$ cat config.mk
export PLATFORM = sky130hd
export DESIGN_NAME = reg_file_2ph
export DESIGN_NICKNAME = d
export VERILOG_FILES = /design/src/rtl/reg_file_2ph.sv
export SDC_FILE = /design/constraint.sdc
export NUM_CORES = 1
export LEC_CHECK = 0
export BUFFER_PORTS_ARGS = -buffer_cell sky130_fd_sc_hd__clkbuf_2
export CAP_MARGIN = 10
export CELL_PAD_IN_SITES_DETAIL_PLACEMENT = 0
export CELL_PAD_IN_SITES_GLOBAL_PLACEMENT = 1
export CORE_MARGIN = 2
export CORE_UTILIZATION = 40
export DETAILED_ROUTE_END_ITERATION = 12
export HOLD_SLACK_MARGIN = 0.1
export PLACE_DENSITY_LB_ADDON = 0.1
export SETUP_SLACK_MARGIN = 0.15
export SLEW_MARGIN = 20
export SYNTH_ARGS = -nofsm -noshare
export SYNTH_HDL_FRONTEND = slang
export SYNTH_SLANG_ARGS = --single-unit
$ cat constraint.sdc
create_clock -name CLK -period 2.2 [get_ports CLK]
set_input_delay 0.44 -clock CLK [delete_from_list [all_inputs] [get_ports CLK]]
set_output_delay 0.44 -clock CLK [all_outputs]
set_load 0.1 [all_outputs]
$ cat src/rtl/reg_file_2ph.sv
// Two-phase register file: FETCH/EXEC phase machine, instruction latch, 2R1W array.
// Optional same-cycle write-to-read forwarding enabled by REG_FILE_BYPASS_EN.
module reg_file_2ph #(
    parameter int W  = 8,
    parameter int D  = 4,
    parameter int IW = 9
) (
    input  logic          CLK,
    input  logic          reset,
    input  logic          hold,
    input  logic          write_en,
    input  logic [D-1:0]  raddrA,
    input  logic [D-1:0]  raddrB,
    input  logic [D-1:0]  waddr,
    input  logic [W-1:0]  data_in,
    input  logic [IW-1:0] inst_in,
    output logic [W-1:0]  data_outA,
    output logic [W-1:0]  data_outB,
    output logic [IW-1:0] read_inst,
    output logic          inst_valid,
    output logic          phase
);

    typedef enum logic {
        FETCH = 1'b0,
        EXEC  = 1'b1
    } phase_t;

    phase_t       state;
    logic [W-1:0] regs [2**D];
    logic         wr;

    assign phase = state;
    assign wr    = (state == EXEC) && write_en && !hold && (waddr != '0);

    always_ff @(posedge CLK) begin
        if (reset) begin
            state      <= FETCH;
            read_inst  <= '0;
            inst_valid <= 1'b0;
            for (int i = 0; i < 2**D; i++) regs[i] <= '0;
        end else if (!hold) begin
            unique case (state)
                FETCH: begin
                    read_inst  <= inst_in;
                    inst_valid <= 1'b1;
                    state      <= EXEC;
                end
                EXEC: begin
                    if (wr) regs[waddr] <= data_in;
                    state <= FETCH;
                end
            endcase
        end
    end

    function automatic logic [W-1:0] rd(input logic [D-1:0] a);
        logic [W-1:0] v;
        v = '0;
        if (state == EXEC && a != '0) begin
`ifdef REG_FILE_BYPASS_EN
            if (wr && a == waddr) v = data_in;
            else v = regs[a];
`else
            v = regs[a];
`endif
        end
        return v;
    endfunction

    assign data_outA = rd(raddrA);
    assign data_outB = rd(raddrB);

endmodule

==> flow_metrics.env <==
export IMPL_worstPathRequired_ns=1.76
export IMPL_yosysMostFrequentCell="edfxtp_1"
export IMPL_p_switching_mw=1.85
export IMPL_worstMarginPinSlew_ns=0.664
export IMPL_timing_final_max_slew_violations=0
export IMPL_netlist_area_um2=7530
export IMPL_port_buffers=59
export IMPL_fp_row_count=50
export IMPL_endpoint_kind="output port"
export IMPL_ys_seq_area_share_pct=54.0
export IMPL_fp_coreArea_um2=18600
export IMPL_synthFlopType="edfxtp_1"
export IMPL_cts_hold_buffers=0
export IMPL_areaGrowthSynthToFinish_pct=30.2
export IMPL_arrival_ns=2.15
export IMPL_cp_depth=4
export IMPL_cts_made_buffers=17
export IMPL_synth_edf_count=128
export IMPL_post_route_cell_area_um2=9800
export IMPL_r2r_start="phase"
export IMPL_firstDrtPassIters=4
export IMPL_reg2reg_to="regs[2][1]"
export IMPL_drt_iter0_drc=422
export IMPL_finalWirelength_mm=20.2
export IMPL_rr_worst_depth=4
export IMPL_synth_area_leaders="edfxtp_1 51%, mux4_2 15%, and2_1 10%"
export IMPL_die_width_um=141
export IMPL_leakage_nw=3.71
export IMPL_ys_ff_latch=139
export IMPL_finalCriticalPeriod_ns=2.59
export IMPL_diodes=0
export IMPL_via_per_inst=5.45
export IMPL_violations="negative setup slack"
export IMPL_cp_cell_sequence="mux4_2 -> a22o_1 -> a221o_4 -> buf_12"
export IMPL_finalWeightedCongestion=0.787
export IMPL_synthCells=495
export IMPL_clock_path_buffers=2
export IMPL_grt_pass1_wl_mm=30.8
export IMPL_synth_top_area_share_pct=51.0
export IMPL_grt_max_degree=35
export IMPL_cp_startpoint="regs[13][1]"
export IMPL_combPwrFrac_pct=14.6
export IMPL_critical_path_top_delay_family="compound AO/OA/AOI/OAI gates"
export IMPL_num_nets_final=646
export IMPL_route_detailed_drc=0
export IMPL_root_buffer="clkbuf_16"
export IMPL_critical_path_slowest_cell="mux4_2"
export IMPL_clock_sinks=139
export IMPL_synth_area_per_cell_um2=15.2
export IMPL_antenna_found_initial=1
export IMPL_max_cap_viol_count=0
export IMPL_async_flop_share_pct=0
export IMPL_ios=60
export IMPL_wl_per_cell_um=23.5
export IMPL_path_clk_slew_ns=0.06
export IMPL_pwr_share_clk_pct=41.6
export IMPL_final_setup_viol_count=16
export IMPL_setup_ws_ns=-0.388
export IMPL_hold_class="in2reg"
export IMPL_swShare_pct=26.6
export IMPL_ys_types=35
export IMPL_synthTopCellsByCount="128 x edfxtp_1, 120 x and2_1, 50 x mux4_2"
export IMPL_cts_tree="done"
export IMPL_internal_power_mw=5.09
export IMPL_rsz0062_at_grt="true"
export IMPL_dp_hpwl_mm=14.5
export IMPL_initial_core_util_pct=40.5
export IMPL_max_slew_margin_rel_pct=55.7
export IMPL_final_layout_size_suffix_gt1_share_pct=47.4
export IMPL_place_inst=821
export IMPL_final_hold_violation_count=0
export IMPL_worst_setup_path_type="reg2out"
export IMPL_crit_path_max_fanout=2
export IMPL_endpoint="data_outA[1]"
export IMPL_p_seq_share_pct=43.7
export IMPL_htreeDepth=4
export IMPL_grt_overflow=0
export IMPL_cp_start_kind="register"
export IMPL_vias=4683
export IMPL_final_util_pct=52.8
export IMPL_die_area_um2=19900
export IMPL_place_area_um2=8990
export IMPL_period_share_pct=118
export IMPL_die_height_um=141
export IMPL_ir_worst_vdd_uv=589
export IMPL_skew_ns=0.00748
export IMPL_status="complete, but fails checks"
export IMPL_grt_usage_pct=21.5
export IMPL_ant_nets=0
export IMPL_clk_latency_ns=0.43
export IMPL_synth_area_leader_cell="edfxtp_1"
export IMPL_power_density_nw_per_um2=708
export IMPL_final_cells=860
export IMPL_timing_fmax_mhz=386
export IMPL_grt_pass1_vias=5012
export IMPL_path_buf_inv=1
export IMPL_slowest_delay_ns=0.51
export IMPL_ys_warn_count=0
export IMPL_reg2reg_slack_ns=0.45
[routing by layer]
metal,track usage [%],wire [um],up-vias
li1,-,-,2154
met1,28.9,8440,2360
met2,35.2,9990,149
met3,4.79,1380,20
met4,6.63,360,0
met5,0,0,-
[state kept, by name, indices dropped and copies added (netlist names)]
name,cells
phase,1
read_inst,9
inst_valid,1
regs,128
[worst min-delay path by stage]
stage / end / slack (ns) / from / depth (start not counted)
CTS: read_inst[7] / 0.21 / inst_in[7] / 3
floorplan: read_inst[0] / 0.58 / inst_in[0] / 2
finish: read_inst[5] / 0.23 / inst_in[5] / 3
global route: read_inst[5] / 0.22 / inst_in[5] / 3
global placement: read_inst[4] / 0.44 / read_inst[4] / 2
detailed placement: read_inst[0] / 0.45 / read_inst[0] / 2
[stage by stage]
stage          power (mW)  hold WS (ns)  TNS [ns]  setup WS (ns)
6_report             6.94         0.228     -4.30         -0.388
5_1_grt              7.15         0.219     -5.01         -0.442
4_1_cts              6.99         0.209     -4.55         -0.407
3_5_place_dp         4.06         0.453     -4.77         -0.387
3_3_place_gp         4.05         0.444     -4.67         -0.386
2_1_floorplan        3.73         0.576     -1.21         -0.110
[cells by family after synthesis]
group                  count (synthesis)  share of synthesized area, %
AO/OA/AOI/OAI                         51                          5.22
buffers and inverters                 44                          3.62
flip-flops                           139                          54.0
multiplexers                          65                          18.4
other                                  1                        0.0498
AND/OR/NAND/NOR                      195                          18.8
[cell type report]
cell class	instances	area (um2)
clock buffers	21	514
clock inverters	11	90.1
fillers	1555	8780
inverters	3	11.3
multi-input cells	319	3510
flip-flops and latches	139	4070
well taps	234	293
repair buffers	133	1320
[cells in the final DEF (no fill, tap or decap), drive strengths merged]
cell / instances
o311ai: 1
mux2i: 1
a21oi: 10
nor4: 15
o31ai: 8
or2: 17
mux2: 8
nor2b: 9
a22oi: 9
a221oi: 8
a221o: 7
nor2: 4
and2: 120
clkbuf: 64
and3b: 2
buf: 90
nand2: 20
dfxtp: 11
and3: 3
nor4b: 1
nand4bb: 1
edfxtp: 128
inv: 11
clkinv: 3
mux4: 56
nand2b: 3
a22o: 7
o21ai: 1
conb: 8
[power groups by stage]
stage	Sequential (mW)	Combinational [mW]	Clock, mW
2_1_floorplan	3.15	0.579	0
6_report	3.04	1.01	2.89
3_5_place_dp	3.09	0.974	0
4_1_cts	3.03	1.02	2.93
5_1_grt	3.05	1.07	3.03
3_3_place_gp	3.08	0.967	0
[tightest hold or removal path: cells and delay by family]
kind            cells  cell delay (ns)
simple gates        1             0.04
buf+inv             1             0.08
compound gates      1             0.05
[timing repair]
item | in CTS | in global routing
setup endpoints to repair | 16 | 16
pin swaps | 6 | 2
cloned | 3 | 0
buffers inserted | 3 | 1
resized for setup | 24 | 6
(Power assumes the default switching activity.)
